$ cat src/rtl/if_fetch_if.sv
// if_fetch_if: fetch-side handshake bundle.
// Carries the instruction-memory read port and the decode output port.
interface if_fetch_if #(
    parameter int ADDR_W = 32,
    parameter int DATA_W = 32
);
    logic              imem_req_valid;
    logic              imem_req_ready;
    logic [ADDR_W-1:0] imem_req_addr;
    logic              imem_rsp_valid;
    logic [DATA_W-1:0] imem_rsp_data;
    logic              inst_valid;
    logic              inst_ready;
    logic [DATA_W-1:0] inst_data;
    logic [ADDR_W-1:0] inst_pc;

    modport master (
        output imem_req_valid,
        output imem_req_addr,
        input  imem_req_ready,
        input  imem_rsp_valid,
        input  imem_rsp_data,
        output inst_valid,
        output inst_data,
        output inst_pc,
        input  inst_ready
    );

    modport slave (
        input  imem_req_valid,
        input  imem_req_addr,
        output imem_req_ready,
        output imem_rsp_valid,
        output imem_rsp_data,
        input  inst_valid,
        input  inst_data,
        input  inst_pc,
        output inst_ready
    );
endinterface

$ cat src/rtl/if_fetch.sv
// if_fetch: single-outstanding instruction fetch with a small return buffer.
// Optional IF_MISALIGN_CHK_EN adds a sticky misaligned-PC error output.
module if_fetch #(
    parameter int ADDR_W = 32,
    parameter int DATA_W = 32,
    parameter int DEPTH  = 2
) (
    input  logic              clk,
    input  logic              rst_n,
    input  logic [ADDR_W-1:0] pc_addr,
    output logic              pc_stall,
    input  logic              flush,
`ifdef IF_MISALIGN_CHK_EN
    output logic              misalign_err,
`endif
    if_fetch_if.master        bus
);
    localparam int PW = (DEPTH > 1) ? $clog2(DEPTH) : 1;
    localparam int CW = PW + 1;
    localparam logic [CW-1:0] FULL = CW'(DEPTH);

    typedef enum logic [1:0] {
        IDLE = 2'd0,
        WAIT = 2'd1,
        DROP = 2'd2
    } state_t;

    state_t            state;
    logic [ADDR_W-1:0] pend_pc;
    logic [ADDR_W-1:0] buf_pc   [DEPTH];
    logic [DATA_W-1:0] buf_data [DEPTH];
    logic [PW-1:0]     wr_ptr;
    logic [PW-1:0]     rd_ptr;
    logic [CW-1:0]     used;

    logic              idle;
    logic              has_room;
    logic              addr_ok;
    logic [ADDR_W-1:0] fetch_addr;
    logic              req_fire;
    logic              push;
    logic              pop;

    assign idle     = (state == IDLE);
    // A request only issues from IDLE with a free slot, and nothing else
    // can push while it is pending, so the response always has room.
    assign has_room = (used < FULL);

`ifdef IF_MISALIGN_CHK_EN
    assign addr_ok    = (pc_addr[1:0] == 2'b00);
    assign fetch_addr = pc_addr;
`else
    localparam logic [ADDR_W-1:0] ALIGN_MASK = ~ADDR_W'(3);
    assign addr_ok    = 1'b1;
    assign fetch_addr = pc_addr & ALIGN_MASK;
`endif

    assign bus.imem_req_valid = rst_n & idle & has_room & ~flush & addr_ok;
    assign bus.imem_req_addr  = rst_n ? fetch_addr : '0;
    assign req_fire           = bus.imem_req_valid & bus.imem_req_ready;
    assign pc_stall           = ~req_fire;

    assign push = (state == WAIT) & bus.imem_rsp_valid & ~flush;
    assign pop  = bus.inst_valid & bus.inst_ready;

    assign bus.inst_valid = (used != '0);
    assign bus.inst_data  = buf_data[rd_ptr];
    assign bus.inst_pc    = buf_pc[rd_ptr];

    // Request/response sequencing; a flushed pending read becomes DROP.
    always_ff @(posedge clk or negedge rst_n) begin
        if (!rst_n) begin
            state   <= IDLE;
            pend_pc <= '0;
        end else begin
            unique case (state)
                IDLE: begin
                    if (req_fire) begin
                        state   <= WAIT;
                        pend_pc <= fetch_addr;
                    end
                end
                WAIT: begin
                    if (bus.imem_rsp_valid) begin
                        state <= IDLE;
                    end else if (flush) begin
                        state <= DROP;
                    end
                end
                DROP: begin
                    if (bus.imem_rsp_valid) begin
                        state <= IDLE;
                    end
                end
                default: state <= IDLE;
            endcase
        end
    end

    // Return buffer: circular FIFO, emptied wholesale on flush.
    always_ff @(posedge clk or negedge rst_n) begin
        if (!rst_n) begin
            wr_ptr <= '0;
            rd_ptr <= '0;
            used   <= '0;
            for (int i = 0; i < DEPTH; i++) begin
                buf_pc[i]   <= '0;
                buf_data[i] <= '0;
            end
        end else if (flush) begin
            wr_ptr <= '0;
            rd_ptr <= '0;
            used   <= '0;
        end else begin
            if (push) begin
                buf_pc[wr_ptr]   <= pend_pc;
                buf_data[wr_ptr] <= bus.imem_rsp_data;
                wr_ptr           <= wr_ptr + PW'(1);
            end
            if (pop) begin
                rd_ptr <= rd_ptr + PW'(1);
            end
            case ({push, pop})
                2'b10:   used <= used + CW'(1);
                2'b01:   used <= used - CW'(1);
                default: used <= used;
            endcase
        end
    end

`ifdef IF_MISALIGN_CHK_EN
    // Sticky misaligned-PC flag; a redirect clears it.
    always_ff @(posedge clk or negedge rst_n) begin
        if (!rst_n) begin
            misalign_err <= 1'b0;
        end else if (flush) begin
            misalign_err <= 1'b0;
        end else if (idle && !addr_ok) begin
            misalign_err <= 1'b1;
        end
    end
`endif

endmodule

$ cat src/flat_wrapper.sv
// flat-port wrapper written by rule: the top's interface ports become plain ports
module if_fetch_flat 
#(
    parameter int ADDR_W = 32,
    parameter int DATA_W = 32,
    parameter int DEPTH  = 2
)
  (clk, rst_n, pc_addr, pc_stall, flush, bus_imem_req_valid, bus_imem_req_addr, bus_imem_req_ready, bus_imem_rsp_valid, bus_imem_rsp_data, bus_inst_valid, bus_inst_data, bus_inst_pc, bus_inst_ready);
  if_fetch_if #(.ADDR_W(ADDR_W), .DATA_W(DATA_W)) bus_i ();
  input  logic clk;
  input  logic rst_n;
  input  logic [ADDR_W-1:0] pc_addr;
  output logic pc_stall;
  input  logic flush;
  output wire logic [$bits(bus_i.imem_req_valid)-1:0] bus_imem_req_valid;
  output wire logic [$bits(bus_i.imem_req_addr)-1:0] bus_imem_req_addr;
  input wire logic [$bits(bus_i.imem_req_ready)-1:0] bus_imem_req_ready;
  input wire logic [$bits(bus_i.imem_rsp_valid)-1:0] bus_imem_rsp_valid;
  input wire logic [$bits(bus_i.imem_rsp_data)-1:0] bus_imem_rsp_data;
  output wire logic [$bits(bus_i.inst_valid)-1:0] bus_inst_valid;
  output wire logic [$bits(bus_i.inst_data)-1:0] bus_inst_data;
  output wire logic [$bits(bus_i.inst_pc)-1:0] bus_inst_pc;
  input wire logic [$bits(bus_i.inst_ready)-1:0] bus_inst_ready;
  assign bus_imem_req_valid = bus_i.imem_req_valid;
  assign bus_imem_req_addr = bus_i.imem_req_addr;
  assign bus_i.imem_req_ready = bus_imem_req_ready;
  assign bus_i.imem_rsp_valid = bus_imem_rsp_valid;
  assign bus_i.imem_rsp_data = bus_imem_rsp_data;
  assign bus_inst_valid = bus_i.inst_valid;
  assign bus_inst_data = bus_i.inst_data;
  assign bus_inst_pc = bus_i.inst_pc;
  assign bus_i.inst_ready = bus_inst_ready;
  if_fetch #(.ADDR_W(ADDR_W), .DATA_W(DATA_W), .DEPTH(DEPTH)) u_core (.clk(clk), .rst_n(rst_n), .pc_addr(pc_addr), .pc_stall(pc_stall), .flush(flush), .bus(bus_i));
endmodule
$ cat config.mk
export PLATFORM = sky130hd
export DESIGN_NAME = if_fetch_flat
export DESIGN_NICKNAME = d
export VERILOG_FILES = /design/src/rtl/if_fetch_if.sv /design/src/rtl/if_fetch.sv /design/src/flat_wrapper.sv
export SDC_FILE = /design/constraint.sdc
export NUM_CORES = 1
export LEC_CHECK = 0
export CORE_MARGIN = 2
export CORE_UTILIZATION = 40
export CTS_BUF_LIST = sky130_fd_sc_hd__clkbuf_8 sky130_fd_sc_hd__clkbuf_16
export DETAILED_ROUTE_END_ITERATION = 10
export PLACE_DENSITY = 0.66
export SLEW_MARGIN = 20
export SYNTH_ARGS = -nofsm -noshare
export SYNTH_HDL_FRONTEND = slang
export SYNTH_SLANG_ARGS = --single-unit
$ cat constraint.sdc
create_clock -name clk -period 1.9 [get_ports clk]
set_input_delay 0.285 -clock clk [delete_from_list [all_inputs] [get_ports clk]]
set_output_delay 0.285 -clock clk [all_outputs]
set_load 0.01 [all_outputs]
==> impl_summary.md <==
CTS
The H-tree generated during clock tree synthesis spans 4 levels. The root buffer selected by CTS is sky130_fd_sc_hd__clkbuf_16. The maximum clock path buffer count is 2. The worst-skew pair later-pin latency is 0.43 ns.

The clock tree from TritonCTS is yes. The clock-pin transition on the worst setup and hold timing paths is 0.07 ns. Counting the buffers created by CTS gives 17. The clock drives 160 sinks.

STA
On the final layout, the worst clock skew is 0.0242 ns. Setup repair after global routing could not meet its margin everywhere. The final-report setup violation count is 61. For this run, the top clock speed supported by timing is 0.506 GHz. The total negative slack for setup checks is -2.20 ns.

The final clock period utilization by the worst path is 104%. The number of pins exceeding their max-slew limit in the final report came to 0. Hold is met by 0.0171 ns. The final critical-path setup slack is -0.0753 ns.

The final-report hold violation count came to 0. The minimum clock period is 1.98 ns.

Drt
Using the TritonRoute via totals, the vias-per-cell ratio works out to 4.87. The first TritonRoute pass finished after 4 iterations. The detailed router finished its first iteration with 122 violations. In the final routed layout, each cell accounts on average for 18.4 µm. The total vias in the final route is 4435.

The detail route stage leaves a number of antenna-violating nets equal to 0. In the routed design, unresolved DRC markers number 0. Wires add up to 16800 µm.

Cells and area
The finished layout cell area is 10300 µm². In the final design database the tool counted 738 nets. The area growth from synthesis to layout is 41.1%. The layout has 1435 filler cells. The repair_antennas step left the layout with diodes totalling 0. The layout cell share with drive strength beyond 1 is 54.2%. The core utilization of the finished layout is 57.5%.

GRT
The initial antenna violation count is 1. Global routing used 17.8% of the available tracks across all layers. The first global-routing pass estimated 27100 µm of wire.

The largest net degree at the start of global routing is 65. The via count of the first global-routing pass is 4946. Summed over all layers, the global routing overflow is 0.

Logic synthesis
The share of synthesized area in the top cell type comes to 54.9%. The flip-flop and latch count after synthesis is 160. The mapped netlist covers 7290 µm².

After synthesis, the cell types taking the most area are sky130_fd_sc_hd__dfrtp_1 55%, sky130_fd_sc_hd__mux2_2 24%, sky130_fd_sc_hd__mux2_4 12%, sky130_fd_sc_hd__and2_1 2.7%, sky130_fd_sc_hd__buf_12 1.6%. For this run, the register share of the synthesized area comes to 54.9%. The count of mapped cells out of synthesis is 465. Dividing the synthesized area by the synthesized cell count gives 15.7 µm². The post-synthesis cell type count is 30. The biggest area contributor in the post-synthesis netlist is sky130_fd_sc_hd__dfrtp_1. The total number of yosys warnings is 0.

Power and ir drop
For this design the static power due to leakage is 4.85 nW. The maximum ir drop on the vdd rail is 0.000658 V. Power spread over the standard cell area amounts to 1100 nW/µm². The total power of the final layout is 11.3 mW.

Flow run
The tool flagged a number of max-cap violations equal to 0.

Setup path
The reg-to-reg startpoint is u_core.state[1]. The critical path goes through buf_6, buf_12, buf_16, mux2_4, buf_6. The longest individual stage delay on the worst path is 0.43 ns.

The endpoint of the worst-slack reg-to-reg timing path is u_core.buf_pc[38]. The worst setup slack for register-to-register paths is 0.06 ns. The most critical setup path has its startpoint at u_core.rd_ptr. The path depth of the worst reg2reg path is 6. The critical path is of the flop to output pin type. Broken down by cell family, the worst path's largest delay share belongs to buffers and inverters. The highest net fanout along the worst path is 8. The most common cell type on the critical path is sky130_fd_sc_hd__buf_6. Data arrives at the worst endpoint at 1.69 ns. The critical path ends at bus_inst_pc[11]. The worst setup path is captured at an output pin. The count of cell instances traversed by the critical path is 5. The highest-delay cell along the critical path is sky130_fd_sc_hd__dfrtp_2.

The critical path startpoint category is a flop. The number of buffers and inverters on the critical path is 4. The data required time of the critical path is 1.62 ns.

Floorplanning
From bottom edge to top edge, the die measures 139 µm. The initial utilization of the core area, before any placement, comes to 40.7%. The area of the die is 19300 µm².

After floorplanning, the core was divided into 49 placement rows. The I/O pin count is 169. The core region is 17900 µm². The die width is 139 µm.

Min path
The path class of the tightest hold or removal check is input port to async pin.

Placement
The final RePlAce weighted congestion is 0.758. During placement, the flow inserted port buffers numbering 162. The post-DP HPWL is 10500 µm. The instance area at placement is 9260 µm².

Outcome
The final reports fail on setup timing. The run finished, with violations left.
## worst min path at each step
| stage | from | endpoint | slack, ns | cells past startpoint |
|---|---|---|---|---|
| floorplan | rst_n | u_core.buf_data[0] | -0.01 | 0 |
| detailed placement | rst_n | u_core.buf_data[3] | 0.13 | 1 |
| global route | rst_n | u_core.buf_pc[25] | 0.03 | 3 |
| CTS | rst_n | u_core.buf_pc[25] | 0.01 | 3 |
| finish | rst_n | u_core.buf_pc[25] | 0.02 | 3 |
| global placement | rst_n | u_core.buf_data[3] | 0.13 | 1 |
## flip-flops by register name, summed over array words and instances, names as in the netlist
register,flops
u_core.state,2
u_core.buf_data,64
u_core.buf_pc,60
u_core.wr_ptr,1
u_core.used,2
u_core.pend_pc,30
u_core.rd_ptr,1
## where the power goes
part | leakage [nW] | internal, mW | total (mW) | switching (mW)
combinational | 2.50 | 2.13 | 3.30 | 1.18
sequential | 2.06 | 4.15 | 4.55 | 0.406
clock | 0.291 | 2.04 | 3.44 | 1.40
total | 4.85 | 8.32 | 11.3 | 2.98
## area by class of cell
cell class                      count  area (µm²)  share of cell area (%)
Clock buffer                       20         467                    4.54
Clock inverter                     12         131                    1.28
Inverter                            2        7.51                  0.0730
Multi-Input combinational cell    275        3080                    30.0
Sequential cell                   160        4010                    38.9
Tap cell                          229         287                    2.79
Timing Repair Buffer              212        2310                    22.4
## logic make-up after synthesis
logic type	Yosys count	synth area share (%)
AOI/OAI and AO/OA	7	0.618
xor gates and xnor gates	2	0.240
buffers and inverters	33	3.50
DFF	160	54.9
muxes	216	36.5
other	1	0.0515
and+or+nand+nor	46	4.17
## layer usage
layer,up-vias,wire (µm),global-route usage [%]
li1,2040,-,-
met1,2254,7560,23.6
met2,128,8200,28.8
met3,11,902,5.28
met4,2,110,4.63
met5,-,13,0
## per-stage QoR
step | worst slack (ns) | instances
detailed placement | -0.214 | 852
floorplan | 0.210 | 468
CTS | -0.132 | 907
global route | -0.120 | 910
finish | -0.0753 | 910
global placement | -0.164 | 852
## Yosys cell counts
cell,count
sky130_fd_sc_hd__a21oi_1,3
sky130_fd_sc_hd__and2_1,31
sky130_fd_sc_hd__and3_2,1
sky130_fd_sc_hd__and3b_2,1
sky130_fd_sc_hd__buf_1,1
sky130_fd_sc_hd__buf_12,6
sky130_fd_sc_hd__buf_2,9
sky130_fd_sc_hd__buf_4,4
sky130_fd_sc_hd__buf_6,1
sky130_fd_sc_hd__clkbuf_1,10
sky130_fd_sc_hd__conb_1,1
sky130_fd_sc_hd__dfrtp_1,160
sky130_fd_sc_hd__inv_1,2
sky130_fd_sc_hd__mux2_2,156
sky130_fd_sc_hd__mux2_4,60
sky130_fd_sc_hd__nand2b_1,1
sky130_fd_sc_hd__nand3_1,1
sky130_fd_sc_hd__nand3b_1,1
sky130_fd_sc_hd__nand3b_4,1
sky130_fd_sc_hd__nor2_1,3
sky130_fd_sc_hd__nor2b_1,1
sky130_fd_sc_hd__nor3_1,1
sky130_fd_sc_hd__nor3_2,1
sky130_fd_sc_hd__nor4_1,1
sky130_fd_sc_hd__o21ai_0,2
sky130_fd_sc_hd__o311a_2,1
sky130_fd_sc_hd__o41ai_1,1
sky130_fd_sc_hd__or2_2,1
sky130_fd_sc_hd__or3b_1,1
sky130_fd_sc_hd__xor2_1,2
## what timing repair did
item                                   CTS  global route
buffers inserted                        16             3
pin swaps                                0             1
resized for setup                      295            52
endpoints found under the hold margin   17             0
hold buffers                             3             0
setup endpoints to repair               65            64
gates cloned                             4             0
## cell usage in the layout (no fill, tap or decap), types with 2 or more instances in the layout
master / count
sky130_fd_sc_hd__buf_6: 66
sky130_fd_sc_hd__buf_12: 12
sky130_fd_sc_hd__clkinvlp_4: 3
sky130_fd_sc_hd__buf_16: 4
sky130_fd_sc_hd__clkbuf_8: 3
sky130_fd_sc_hd__clkbuf_2: 2
sky130_fd_sc_hd__xor2_1: 2
sky130_fd_sc_hd__bufinv_16: 2
sky130_fd_sc_hd__o21ai_0: 2
sky130_fd_sc_hd__dfrtp_1: 159
sky130_fd_sc_hd__dlygate4sd3_1: 3
sky130_fd_sc_hd__buf_2: 3
sky130_fd_sc_hd__clkbuf_16: 17
sky130_fd_sc_hd__buf_4: 25
sky130_fd_sc_hd__conb_1: 4
sky130_fd_sc_hd__mux2_2: 150
sky130_fd_sc_hd__inv_1: 3
sky130_fd_sc_hd__clkdlybuf4s50_1: 96
sky130_fd_sc_hd__inv_6: 3
sky130_fd_sc_hd__and2_1: 31
sky130_fd_sc_hd__mux2_4: 66
sky130_fd_sc_hd__a21oi_1: 3
sky130_fd_sc_hd__clkinv_2: 2
sky130_fd_sc_hd__nor2_1: 3
## tightest hold or removal path: stages
cell and delay (ns):
sky130_fd_sc_hd__buf_6 0.13, sky130_fd_sc_hd__buf_4 0.16, sky130_fd_sc_hd__buf_4 0.22
No activity file was read; power rests on OpenSTA's default activity.
==> edit 1, RTL diff (config.mk and constraints unchanged) <==
Encoding of `state_t`: now one-hot (3 bits for 3 states).
--- a/src/rtl/if_fetch.sv
+++ b/src/rtl/if_fetch.sv
@@ -19,10 +19,10 @@
     localparam int CW = PW + 1;
     localparam logic [CW-1:0] FULL = CW'(DEPTH);
 
-    typedef enum logic [1:0] {
-        IDLE = 2'd0,
-        WAIT = 2'd1,
-        DROP = 2'd2
+    typedef enum logic [2:0] {
+        IDLE = 3'b001,
+        WAIT = 3'b010,
+        DROP = 3'b100
     } state_t;
 
     state_t            state;
Behaviour: same outputs for any inputs over 4 cycles, from zero or initial values and one cycle with rst_n low; so few cycles prove little.
==> edit 1 against the original RTL <==
Global-route usage grew 0.14 points; sequential cell count up 1; clock skew fell by 0.019 ns; final area rose by 2.5%; the flow still finishes with violations (negative setup slack); synthesized area decreased by 1.5%; cell count is 1.2% higher; hold slack better by 0.11 ns; count of clock-buffer cells in the layout unchanged; wire length rose by 2.1%; first-iteration DRC count rose by 4.1%; setup slack lost 0.052 ns; die area decreased by 1.5%; sequential share of layout area down 0.70 points; highest routed layer is now met4.
Power is not compared: it rests on default switching activity, and its combinational part moved more than twofold at a synthesized area within 25%.
==> edit 1: results (changes against the original RTL) <==
Outcome
  • Status: finished, violations left
  • Failing checks: negative setup slack

Placed design
  • Placed insts: 856 (+0.47%)
  • Placed instance area: 9206 µm² (-0.53%)
  • Global placement routability congestion: 0.6967 (-8.1%)
  • Final HPWL DP: 10.60 mm (+0.51%)

Synth
  • Post-synthesis mux area share: 35.30% (-1.2 points)
  • Synth Instances: 471 (+1.3%)
  • Main area contributors after synthesis: dfrtp_1 56%, mux2_2 30%, mux2_4 5.6%
  • Synth Area in Compound Gates: 0.5927% (-0.025 points)
  • Post-synthesis sequential area ratio: 56.15% (+1.2 points)
  • Post-synthesis async set-or-reset flop share: 100.0% (unchanged)
  • XOR/XNOR share of the synthesized area: 0.2441% (+0.0037 points)
  • Synth unique cells: 35 (+17%)
  • Post-synth top cells: 189 x mux2_2, 160 x dfrtp_1, 31 x and2_1, 27 x mux2_4, 14 x buf_2

Cells and area
  • Layout cell share with drive strength beyond 1: 54.02% (-0.16 points)
  • Final Non-Filler Cells: 921 (+1.2%)
  • Final nets: 754 (+2.2%)

STA
  • Final WS setup: -0.1277 ns (-0.05234 ns)
  • Layout Skew: 0.005341 ns (-0.01882 ns)
  • Final setup TNS: -4.231 ns (-2.027 ns)
  • Setup Viol. Count Final: 76 (+25%)

Worst setup path
  • Critical path's largest stage delay: 0.53 ns (+0.10 ns)
  • Slowest stage cell on the critical path: dfstp_2
  • Crit path max fanout: 3 (-5)
  • Reg2Reg Depth: 5 (-1)
  • Cell family with most CP delay: simple AND/OR/NAND/NOR gates
  • R2R setup slack: -0.07 ns (-0.13 ns)
  • CP Data Arrival Time: 1.74 ns (+0.05 ns)
  • Worst r2r src: u_core.state[0]
  • R2r endpoint: u_core.pend_pc[5]

Clock network
  • Post-CTS setup buffers: 11 (-5)
  • Clock Path Buffers: 2 (unchanged)
  • Post_cts resized: 288 (-2.4%)
  • Clk_lat worst skew: between 0.4 and 0.5 ns
  • H-tree lvl count: 4 (unchanged)

Global routing
  • Initial antenna violation count: 0 (-1)
  • Vias in the first global route: 4,973 (+0.55%)
  • Maximum number of pins on one net before global-route repair: 59 (-9.2%)
  • Global-route wire length before repair: 25.61 mm (-5.4%)
  • GRT Overall Usage: 17.97% (+0.14 points)

Power
  • Comb power frac: 13.6%

Run
  • Max cap viols: 0 (unchanged)

Drt
  • Routed vias: 4,572 (+3.1%)
  • Initial DRC Count: 127 (+4.1%)
  • Post-DR wirelength/cell: 18.61 µm (+0.89%)
==> edit 1: cell types whose count changed after synthesis, moves of 3 or more <==
cell / change
buf_12: -3
buf_2: +5
mux2_2: +33
mux2_4: -33
==> edit 1: routing by layer <==
layer | track usage (%) | wire length (µm) | share of wire, %
met1 | 22.47 | 7536 | 44
met2 | 30.12 | 8364 | 49
met3 | 5.592 | 1069 | 6.2
met4 | 5.102 | 170 | 0.99
met5 | 0 | 0 | 0
==> edit 1: worst reg2reg max path: cells and delay by family, from the launching register on <==
family | cells | cell delay (ns)
multiplexers | 1 | 0.31
AND/OR/NAND/NOR | 2 | 0.65
buffers and inverters | 2 | 0.37
flip-flops | 1 | 0.53
==> edit 1: layout make-up <==
| class | instances | area (µm²) |
|---|---|---|
| Clock inverter | 11 | 186.4 |
| Clock buffer | 20 | 466.7 |
| Fill cell | 1340 | 6874 |
| Tap cell | 225 | 281.5 |
| Multi-Input combinational cell | 280 | 3064 |
| Timing Repair Buffer | 224 | 2512 |
| Sequential cell | 161 | 4031 |
==> edit 1: worst max-delay path by stage <==
stage | from | slack, ns | to | depth (start not counted)
after floorplan | u_core.state[0] | 0.03 | u_core.pend_pc[10] | 5
after global placement | flush | -0.20 | pc_stall | 3
after detailed placement | flush | -0.19 | pc_stall | 3
after CTS | u_core.state[0] | -0.17 | pc_stall | 3
after global routing | u_core.state[0] | -0.19 | pc_stall | 3
final | u_core.state[0] | -0.13 | pc_stall | 3
==> edit 1: stage by stage <==
stage,worst slack [ns],hold WS [ns]
3_3_place_gp,-0.2037,0.3533
6_report,-0.1277,0.1251
5_1_grt,-0.1862,0.1381
4_1_cts,-0.1735,0.1148
3_5_place_dp,-0.1948,0.3516
2_1_floorplan,0.02809,-0.01059
==> edit 2, RTL diff (config.mk and constraints unchanged) <==
Without the edit above. `ADDR_W` is set to 32 in 3 places; all go to 64.
--- a/src/rtl/if_fetch_if.sv
+++ b/src/rtl/if_fetch_if.sv
@@ -1,7 +1,7 @@
 // if_fetch_if: fetch-side handshake bundle.
 // Carries the instruction-memory read port and the decode output port.
 interface if_fetch_if #(
-    parameter int ADDR_W = 32,
+    parameter int ADDR_W = 64,
     parameter int DATA_W = 32
 );
     logic              imem_req_valid;
--- a/src/rtl/if_fetch.sv
+++ b/src/rtl/if_fetch.sv
@@ -1,7 +1,7 @@
 // if_fetch: single-outstanding instruction fetch with a small return buffer.
 // Optional IF_MISALIGN_CHK_EN adds a sticky misaligned-PC error output.
 module if_fetch #(
-    parameter int ADDR_W = 32,
+    parameter int ADDR_W = 64,
     parameter int DATA_W = 32,
     parameter int DEPTH  = 2
 ) (
--- a/src/flat_wrapper.sv
+++ b/src/flat_wrapper.sv
@@ -1,7 +1,7 @@
 // flat-port wrapper written by rule: the top's interface ports become plain ports
 module if_fetch_flat 
 #(
-    parameter int ADDR_W = 32,
+    parameter int ADDR_W = 64,
     parameter int DATA_W = 32,
     parameter int DEPTH  = 2
 )
Ports: changed (resized bus_imem_req_addr, bus_inst_pc and pc_addr); port bits go from 169 to 265. No check against the original RTL was run, so the function may have changed too.
==> edit 2 against the original RTL <==
The run ends with negative hold slack, negative setup slack left; synthesized area up 57%; wire length up 58%; sequential cell count up 96; setup slack worse by 0.12 ns; register-to-register slack worse by 0.09 ns; final area up 56%; total power up 58%; global-route usage down 0.38 points; largest power group unchanged.
==> edit 2: results (changes against the original RTL) <==
STA
  • Final setup TNS: -15.34 ns (-13.13 ns)
  • Min Hold Slack: -0.03005 ns (-0.04714 ns)
  • Final WS setup: -0.2002 ns (-0.1249 ns)
  • Setup Viol. Count Final: 117 (+92%)
  • Layout Skew: 0.01960 ns (-0.004561 ns)
  • Hold violation total from the final report: 6 (+6)

Clock network
  • Clk_lat worst skew: 0.54 ns (+0.11 ns)
  • Post_cts resized: 485 (+64%)
  • Hold-fix buffers, CTS: 6 (+3)
  • H-tree lvl count: 1 (-3)
  • Clock Path Buffers: 3 (+1)
  • Num CTS Buffers: 28 (+11)
  • Post-CTS setup buffers: 12 (-4)

Placed design
  • PortBufs: 258 (+59%)
  • Global placement routability congestion: 0.7346 (-3.1%)
  • Final HPWL DP: 17.07 mm (+62%)

Drt
  • WL final: 26.50 mm (+58%)
  • Routed vias: 6,984 (+57%)
  • Initial DRC Count: 202 (+66%)

Worst setup path
  • Reg2Reg Depth: 8 (+2)
  • Critical path's largest stage delay: 0.53 ns (+0.10 ns)
  • R2r endpoint: u_core.pend_pc[21]
  • CP startpoint: u_core.rd_ptr
  • Critical Path Source Type: flip-flop
  • Slowest stage cell on the critical path: dfrtp_4
  • CP endpoint: bus_inst_pc[56]
  • CP Data Arrival Time: 1.82 ns (+0.13 ns)
  • R2R setup slack: -0.03 ns (-0.09 ns)
  • Crit path max fanout: 15 (+7)

Outcome
  • Failing checks: negative hold slack, negative setup slack
  • Status: finished, violations left

Power
  • Sequential share of power: 41.1% (+0.8 points)
  • Leakage: 7.547 nW (+56%)
  • VDD IR max: 0.0006524 V (-0.90%)
  • Sw Share: 25.89% (-0.47 points)
  • Comb power frac: 27.9% (-1.3 points)

Global routing
  • Initial antenna violation count: 0 (-1)
  • Global-route wire length before repair: 42.33 mm (+56%)
  • GRT Overall Usage: 17.45% (-0.38 points)
  • GRT overflow: 0 (unchanged)
  • Maximum number of pins on one net before global-route repair: 90 (+38%)
  • Vias in the first global route: 7,491 (+51%)

Synth
  • Main area contributors after synthesis: dfrtp_1 56%, mux2_2 28%, mux2_4 7.9%
  • Post-synthesis async set-or-reset flop share: 100.0% (unchanged)
  • Synth unique cells: 29 (-3.3%)
  • Ys flop type: dfrtp_1
  • Post-synthesis sequential area ratio: 56.10% (+1.2 points)
  • Post-synth top cells: 284 x mux2_2, 256 x dfrtp_1, 63 x and2_1, 60 x mux2_4, 25 x buf_2

Cells and area
  • Layout cell share with drive strength beyond 1: 52.24% (-1.9 points)
  • Filler Cell Count: 2,272 (+58%)
  • Final nets: 1,154 (+56%)
  • Biggest regs: u_core.buf_pc (124), u_core.buf_data (64), u_core.pend_pc (62)
-- edit 2: cells by family after synthesis --
group                     synth area share, %
AOI/OAI and AO/OA                      0.3835
xor gates and xnor gates               0.1534
buffers and inverters                   3.035
DFF                                     56.10
muxes                                   35.90
other                                 0.03284
and+or+nand+nor                         4.394
-- edit 2: how the worst min path moves through the flow --
stage,to,slack (ns),cells past startpoint
after global routing,u_core.buf_pc[120],0.06,3
after detailed placement,u_core.buf_data[43],0.11,1
final,u_core.buf_pc[119],-0.03,3
after CTS,u_core.buf_pc[120],0.03,3
after global placement,u_core.buf_data[11],0.11,1
after floorplan,u_core.buf_data[0],-0.01,0
-- edit 2: metrics by stage --
stage | std cells | setup WS [ns] | power (mW) | util (%) | cell area [µm²]
2_1_floorplan | 743 | 0.1145 | 9.775 | - | 11430
3_3_place_gp | 1380 | -0.1593 | 12.36 | 52.90 | 14780
3_5_place_dp | 1380 | -0.1914 | 12.46 | 52.90 | 14780
4_1_cts | 1448 | -0.3169 | 18.10 | 57.30 | 16010
5_1_grt | 1448 | -0.2529 | 18.81 | 57.56 | 16080
6_report | 1448 | -0.2002 | 17.89 | 57.56 | 16080
-- edit 2: cell type report --
type,instances,share of cell area [%]
tap,378,2.941
timing repair buffer,329,21.69
multi-input combinational,435,29.45
inverter,2,0.04669
sequential,256,39.86
clock inverter,8,0.6303
clock buffer,40,5.385
-- edit 2: routing by layer --
layer / vias up / share of wire (%) / track usage [%]
li1: 3218 / - / -
met1: 3561 / 45 / 23.09
met2: 167 / 49 / 29.52
met3: 38 / 4.8 / 3.540
met4: 0 / 2.1 / 4.167
met5: - / 0 / 0
-- edit 2: critical path, delay by kind of cell (launching register included) --
| kind | cells | cell delay, ns |
|---|---|---|
| buf+inv | 3 | 0.44 |
| mux | 1 | 0.30 |
| flops | 1 | 0.53 |
